--- config.mk ---
export PLATFORM = sky130hd
export DESIGN_NAME = wb_mem_bist
export DESIGN_NICKNAME = d
export VERILOG_FILES = /design/src/rtl/wb_mem_bist_pkg.sv /design/src/rtl/wb_mem_bist_wd.sv /design/src/rtl/wb_mem_bist.sv
export SDC_FILE = /design/constraint.sdc
export NUM_CORES = 1
export LEC_CHECK = 0
export BUFFER_PORTS_ARGS = -buffer_cell sky130_fd_sc_hd__buf_2
export CAP_MARGIN = 10
export CELL_PAD_IN_SITES_DETAIL_PLACEMENT = 1
export CELL_PAD_IN_SITES_GLOBAL_PLACEMENT = 2
export CORE_ASPECT_RATIO = 1.75
export CORE_UTILIZATION = 37
export CTS_BUF_LIST = sky130_fd_sc_hd__clkbuf_8
export DETAILED_ROUTE_END_ITERATION = 12
export MAX_ROUTING_LAYER = met4
export PLACE_DENSITY_LB_ADDON = 0.1
export SYNTH_ARGS = -nofsm -noshare
export SYNTH_HDL_FRONTEND = slang
export SYNTH_SLANG_ARGS = --single-unit
--- constraint.sdc ---
create_clock -name clk -period 12.3 [get_ports clk]
set_clock_uncertainty 0.15 [all_clocks]
set_input_delay 1.845 -clock clk [delete_from_list [all_inputs] [get_ports clk]]
set_output_delay 1.845 -clock clk [all_outputs]
set_load 0.01 [all_outputs]
--- src/rtl/wb_mem_bist_pkg.sv ---
// Shared state encoding and test-pattern helper for the Wishbone memory BIST.
package wb_mem_bist_pkg;

  typedef enum logic [1:0] {
    IDLE  = 2'd0,
    WRITE = 2'd1,
    READ  = 2'd2,
    DONE  = 2'd3
  } state_t;

  localparam int PAT_MAX_W = 64;

  // Word n of a test carries seed XOR n; callers truncate to their bus width.
  function automatic logic [PAT_MAX_W-1:0] pattern(input logic [PAT_MAX_W-1:0] seed,
                                                   input logic [PAT_MAX_W-1:0] n);
    return seed ^ n;
  endfunction

endpackage

--- src/rtl/wb_mem_bist_wd.sv ---
// Ack watchdog: counts strobed cycles without ack, flags expiry on the TIMEOUT-th one.
module wb_mem_bist_wd #(
  parameter int TIMEOUT = 1024
) (
  input  logic clk,
  input  logic rst,
  input  logic stb,
  input  logic ack,
  output logic expired
);

  localparam int CW = $clog2(TIMEOUT + 1);

  logic [CW-1:0] cnt_q, cnt_d;

  always_comb begin
    cnt_d = '0;
    if (stb && !ack) cnt_d = cnt_q + 1'b1;
  end

  always_ff @(posedge clk or posedge rst) begin
    if (rst) cnt_q <= '0;
    else     cnt_q <= cnt_d;
  end

  assign expired = stb && !ack && (cnt_q == CW'(TIMEOUT - 1));

endmodule

--- src/rtl/wb_mem_bist.sv ---
// Wishbone BIST master: writes seed^n over a word range, reads it back and compares.
// Optional ack watchdog is enabled by defining WB_MEM_BIST_TIMEOUT_EN.
module wb_mem_bist
  import wb_mem_bist_pkg::*;
#(
  parameter int DATA_WIDTH   = 32,
  parameter int ADDR_WIDTH   = 32,
  parameter int SELECT_WIDTH = DATA_WIDTH / 8,
  parameter int CNT_WIDTH    = 16,
  parameter int TIMEOUT      = 1024
) (
  input  logic                    clk,
  input  logic                    rst,
  input  logic                    start,
  input  logic [ADDR_WIDTH-1:0]   base_addr,
  input  logic [CNT_WIDTH-1:0]    word_count,
  input  logic [DATA_WIDTH-1:0]   seed,
  output logic                    busy,
  output logic                    done,
  output logic                    pass,
  output logic                    timeout,
  output logic [ADDR_WIDTH-1:0]   fail_addr,
  output logic [DATA_WIDTH-1:0]   fail_data,
  output logic [ADDR_WIDTH-1:0]   adr_o,
  input  logic [DATA_WIDTH-1:0]   dat_i,
  output logic [DATA_WIDTH-1:0]   dat_o,
  output logic                    we_o,
  output logic [SELECT_WIDTH-1:0] sel_o,
  output logic                    stb_o,
  input  logic                    ack_i,
  output logic                    cyc_o
);

  state_t                  state_q, state_d;
  logic [CNT_WIDTH-1:0]    n_q, n_d;
  logic                    busy_q, busy_d, done_q, done_d, pass_q, pass_d, timeout_q, timeout_d;
  logic [ADDR_WIDTH-1:0]   fail_addr_q, fail_addr_d, adr_q, adr_d;
  logic [DATA_WIDTH-1:0]   fail_data_q, fail_data_d, dat_q, dat_d;
  logic                    we_q, we_d, stb_q, stb_d;
  logic [ADDR_WIDTH-1:0]   base_q, base_d;
  logic [CNT_WIDTH-1:0]    cnt_q, cnt_d;
  logic [DATA_WIDTH-1:0]   seed_q, seed_d;

  logic [ADDR_WIDTH-1:0]   word_adr;
  logic [DATA_WIDTH-1:0]   word_pat;
  logic                    last_word;
  logic                    wd_expired;

  // Address arithmetic is modulo 2^ADDR_WIDTH, so ranges near the top wrap to zero.
  assign word_adr  = base_q + ADDR_WIDTH'(n_q) * ADDR_WIDTH'(SELECT_WIDTH);
  assign word_pat  = DATA_WIDTH'(pattern(PAT_MAX_W'(seed_q), PAT_MAX_W'(n_q)));
  assign last_word = (n_q == cnt_q - 1'b1);

`ifdef WB_MEM_BIST_TIMEOUT_EN
  wb_mem_bist_wd #(
    .TIMEOUT (TIMEOUT)
  ) u_wd (
    .clk     (clk),
    .rst     (rst),
    .stb     (stb_q),
    .ack     (ack_i),
    .expired (wd_expired)
  );
`else
  localparam int unused_timeout = TIMEOUT;
  assign wd_expired = 1'b0;
`endif

  always_comb begin
    state_d     = state_q;
    n_d         = n_q;
    busy_d      = busy_q;
    done_d      = 1'b0;
    pass_d      = pass_q;
    timeout_d   = timeout_q;
    fail_addr_d = fail_addr_q;
    fail_data_d = fail_data_q;
    adr_d       = adr_q;
    dat_d       = dat_q;
    we_d        = we_q;
    stb_d       = stb_q;
    base_d      = base_q;
    cnt_d       = cnt_q;
    seed_d      = seed_q;

    case (state_q)
      IDLE: begin
        if (start) begin
          base_d      = base_addr;
          cnt_d       = word_count;
          seed_d      = seed;
          n_d         = '0;
          busy_d      = 1'b1;
          timeout_d   = 1'b0;
          fail_addr_d = '0;
          fail_data_d = '0;
          pass_d      = (word_count == '0);
          state_d     = (word_count == '0) ? DONE : WRITE;
        end
      end
      WRITE, READ: begin
        if (!stb_q) begin
          // Strobe is low here for at least one cycle after every ack.
          stb_d = 1'b1;
          we_d  = (state_q == WRITE);
          adr_d = word_adr;
          dat_d = word_pat;
        end else if (ack_i) begin
          stb_d = 1'b0;
          n_d   = n_q + 1'b1;
          if (state_q == READ && dat_i != word_pat) begin
            fail_addr_d = adr_q;
            fail_data_d = dat_i;
            pass_d      = 1'b0;
            state_d     = DONE;
          end else if (last_word) begin
            n_d = '0;
            if (state_q == WRITE) begin
              state_d = READ;
            end else begin
              pass_d  = 1'b1;
              state_d = DONE;
            end
          end
        end else if (wd_expired) begin
          stb_d       = 1'b0;
          timeout_d   = 1'b1;
          pass_d      = 1'b0;
          fail_addr_d = adr_q;
          fail_data_d = '0;
          state_d     = DONE;
        end
      end
      DONE: begin
        done_d  = 1'b1;
        busy_d  = 1'b0;
        state_d = IDLE;
      end
      default: state_d = IDLE;
    endcase
  end

  always_ff @(posedge clk or posedge rst) begin
    if (rst) begin
      state_q     <= IDLE;
      n_q         <= '0;
      busy_q      <= 1'b0;
      done_q      <= 1'b0;
      pass_q      <= 1'b0;
      timeout_q   <= 1'b0;
      fail_addr_q <= '0;
      fail_data_q <= '0;
      adr_q       <= '0;
      dat_q       <= '0;
      we_q        <= 1'b0;
      stb_q       <= 1'b0;
    end else begin
      state_q     <= state_d;
      n_q         <= n_d;
      busy_q      <= busy_d;
      done_q      <= done_d;
      pass_q      <= pass_d;
      timeout_q   <= timeout_d;
      fail_addr_q <= fail_addr_d;
      fail_data_q <= fail_data_d;
      adr_q       <= adr_d;
      dat_q       <= dat_d;
      we_q        <= we_d;
      stb_q       <= stb_d;
    end
  end

  // Test parameters are only meaningful while busy, so they carry no reset.
  always_ff @(posedge clk) begin
    base_q <= base_d;
    cnt_q  <= cnt_d;
    seed_q <= seed_d;
  end

  assign busy      = busy_q;
  assign done      = done_q;
  assign pass      = pass_q;
  assign timeout   = timeout_q;
  assign fail_addr = fail_addr_q;
  assign fail_data = fail_data_q;
  assign adr_o     = adr_q;
  assign dat_o     = dat_q;
  assign we_o      = we_q;
  assign stb_o     = stb_q;
  assign sel_o     = {SELECT_WIDTH{stb_q}};
  assign cyc_o     = busy_q;

endmodule

==> impl_results.md <==
- Run status: complete, no violations
- CTS resizes: 0
- H-tree Lvls: 2
- Post-Syn Instances: 1043
- Total Neg Setup Slack: 0 ns
- Clock insertion delay at the later pin of the skew report: 0.55 ns
- Worst hold path class: reg2reg
- Initial Utilization: 37.66%
- CP startpoint: dat_i[8]
- Max-cap viol count: 0
- Residual DRC count: 0
- Max Fclk: 245.9 MHz
- Global-route wire length before repair: 50920 µm
- Seq/Total Area, Yosys: 57.34%
- Final Instance Area: 0.01313 mm²
- Post-CTS setup buffers: 0
- PD cells: 234.4 mW/mm²
- Cell total after placement: 1628
- Die X: 131.0 µm
- Worst path required time: 12.63 ns
- DR iter-0 viols: 259
- Maximum VDD drop: 0.0001382 V
- Nets@finish: 1428
- CP endpoint kind: flip-flop
- Synth Cell Area: 0.01078 mm²
- Number of port buffers: 253
- Die area: 0.02985 mm²
- Critical Path AT: 4.40 ns
- Synth Register Bits: 231
- I/O pin total: 255
- R2R Path Start: n_q[2]$_DFFE_PP0P_
- Die H: 227.8 µm
- Synth cell types: 60
- Overall routed net length: 33040 µm
- Final min period: 4.066 ns
- Synthesized area per cell: 10.34 µm²
- Synth warnings: 0
- Clock buffer depth: 3
- Final std cells w/o fill: 1696
- Fillcell total: 3332
- Crit-path max FO: 64
- Clock Sinks: 231
- Leak pwr: 6.293 nW
- Normalized max-slew margin: 36.27%
- Hold Startpoint: base_q[0]$_DFFE_PP_
- Vias in the first global route: 8965
- DR WL/cell: 19.48 µm
- Clock Pin Slew Worst Setup and Hold Paths: 0.06 ns
- Max-slew violations: 0
- Post-synth ARST share: 65.37%
- CTS tree: done
- Root Buffer: clkbuf_8
- Final ANT Viol Nets: 0
- Vias/cell: 5.072
- WS Path Type: in2reg
- Final Hold Fails: 0
- Layout Area Growth over Synthesis: 21.76%
- Synth Net Count: 1182
- Final setup vio count: 0
- Hold_ws: 0.2990 ns
- Core ar.: 0.02863 mm²
- Post-synth EDFFs: 80
- Cts hold-fix bufs: 0
- Startpoint Class: input pin
- Drt first pass iters: 4
- Largest net degree at the start of global routing: 67
- RSZ-0062 raised after global routing: no
- Routed via count: 8602
- DP Area: 0.01239 mm²
- Slew @ Worst Pin: 0.9525 ns
- Total gr overflow: 0
- Global Route Usage Sum: 23.38%
- Std-Cell Rows: 82
- Antenna violations before repair: 2
- Synth Flop Type: dfrtp_1
- Inserted Clock Buffers: 37
- Final period utilization: 33.06%
- Dpl hpwl: 24150 µm
- Routability cong.: 0.8273
- Share of layout cells above drive strength 1: 25.68%
==> layer usage <==
| layer | routed length (µm) | GRT usage, % | vias to the layer above |
|---|---|---|---|
| met4 | 1075 | 9.052 | 0 |
| met1 | 12250 | 24.91 | 4211 |
| met2 | 18190 | 42.15 | 216 |
| met3 | 1519 | 3.752 | 64 |
| met5 | 0 | - | - |
| li1 | - | - | 4111 |
==> worst paths after layout <==
kind                                                  end  slack, ns  depth (start not counted)
worst max-delay path            fail_addr[25]$_DFFE_PP0P_       8.23                          8
worst min-delay path                 adr_o[0]$_DFFE_PP0P_       0.30                          2
worst max register to register  fail_addr[25]$_DFFE_PP0P_       8.84                          7
worst min register to register       adr_o[0]$_DFFE_PP0P_       0.30                          2
max in group asynchronous        fail_data[4]$_DFFE_PP0P_       9.02                          4
min in group asynchronous       fail_addr[20]$_DFFE_PP0P_       1.18                          2
==> layout by cell type (no fill, tap or decap), types with 4 or more instances in the layout <==
cell type  Yosys  layout
nand2_1      268     268
buf_2         12     253
dfrtp_1      151     151
edfxtp_1      80      80
nand3_1       78      78
o21ai_0       56      56
xnor2_1       51      51
clkbuf_8       0      42
inv_1         20      31
xor2_1        31      31
nor3_1        25      25
ha_1          22      21
a21oi_1       20      20
nor2_1        19      18
nand4_1       16      16
and3_1        16      16
buf_4          6      15
nor4_1        11      11
o22ai_1       11      11
xnor3_1        6       6
or4_1          6       6
a22o_1         6       6
a211oi_1       6       6
o21a_1         7       6
nor2b_1        5       5
or3_1          5       5
or2_2          5       5
a21o_1         5       5
o31ai_1        5       5
clkinv_1       0       5
mux2i_1        4       4
==> synth_stat cells, types with 3 or more instances <==
library cell / count / area share [%]
nand2_1: 268 / 9.3
mux2_2: 3 / 0.31
or3_1: 5 / 0.29
and4_1: 3 / 0.24
or4_1: 6 / 0.42
o211ai_1: 3 / 0.21
xnor2_1: 51 / 4.1
nor4_1: 11 / 0.64
ha_1: 22 / 2.6
a21oi_1: 20 / 0.93
buf_4: 6 / 0.42
nand4_1: 16 / 0.93
nand2b_1: 4 / 0.23
xor2_1: 31 / 2.5
nor2_1: 19 / 0.66
o21ai_0: 56 / 2.6
nand3_1: 78 / 3.6
clkbuf_1: 36 / 1.3
nor2b_1: 5 / 0.29
a211oi_1: 6 / 0.42
o2111ai_1: 3 / 0.24
o22ai_1: 11 / 0.64
o211a_1: 3 / 0.28
inv_1: 20 / 0.70
mux2i_1: 4 / 0.37
xnor3_1: 6 / 1.3
buf_2: 12 / 0.56
o31ai_1: 5 / 0.35
buf_1: 7 / 0.24
o21a_1: 7 / 0.49
nor3_1: 25 / 1.2
dfrtp_1: 151 / 35
or2_2: 5 / 0.29
and3_1: 16 / 0.93
edfxtp_1: 80 / 22
a22o_1: 6 / 0.49
a21o_1: 5 / 0.35
==> power by group <==
| part | internal, mW | switching, mW | leakage (nW) | total, mW |
|---|---|---|---|---|
| Combinational | 0.401 | 0.802 | 3.20 | 1.20 |
| Clock | 0.356 | 0.313 | 0.422 | 0.669 |
| Sequential | 1.05 | 0.160 | 2.67 | 1.20 |
==> metrics by stage <==
| stage | worst slack [ns] | util [%] | total power, mW |
|---|---|---|---|
| finish | 8.234 | 45.86 | 3.077 |
| global route | 8.133 | 45.86 | 3.303 |
| CTS | 8.251 | 45.84 | 3.134 |
| detailed placement | 7.657 | 43.27 | 2.452 |
| global placement | 7.673 | 43.27 | 2.420 |
| floorplan | 6.240 | - | 1.955 |
==> cell type report <==
class | instances | area, µm² | share of cell area (%)
flip-flops and latches | 231 | 6181 | 47.09
multi-input cells | 731 | 4274 | 32.56
repair buffers | 268 | 1379 | 10.50
clock buffers | 42 | 578.1 | 4.404
well taps | 378 | 473.0 | 3.603
clock inverters | 24 | 156.4 | 1.192
inverters | 20 | 80.08 | 0.6100
diodes | 2 | 5.005 | 0.03813
==> registers in the layout (all words and copies together), names as in the netlist <==
register,count
busy,1
pass,1
cnt_q,16
we_o,1
adr_o,32
stb_o,1
n_q,16
fail_addr,32
base_q,32
seed_q,32
fail_data,32
done,1
dat_o,32
state_q,2
==> critical path, stage by stage <==
cell and delay (ns):
buf_2 0.11, xnor3_1 0.20, nand4_1 0.14, or4_1 0.57, o41a_1 0.50, o21ai_4 0.13
buf_4 0.61, a22o_1 0.25
==> logic make-up after synthesis <==
kind of cell | after synthesis | synth area share (%)
AND/OR/NAND/NOR | 469 | 19.61
other | 1 | 0.03479
flip-flops | 231 | 57.34
XOR/XNOR | 88 | 7.916
adder cells (fa/ha/maj) | 23 | 2.739
multiplexers | 7 | 0.6848
buffers and inverters | 81 | 3.169
AO/OA/AOI/OAI | 143 | 8.508
No activity file was read; power rests on OpenSTA's default activity.
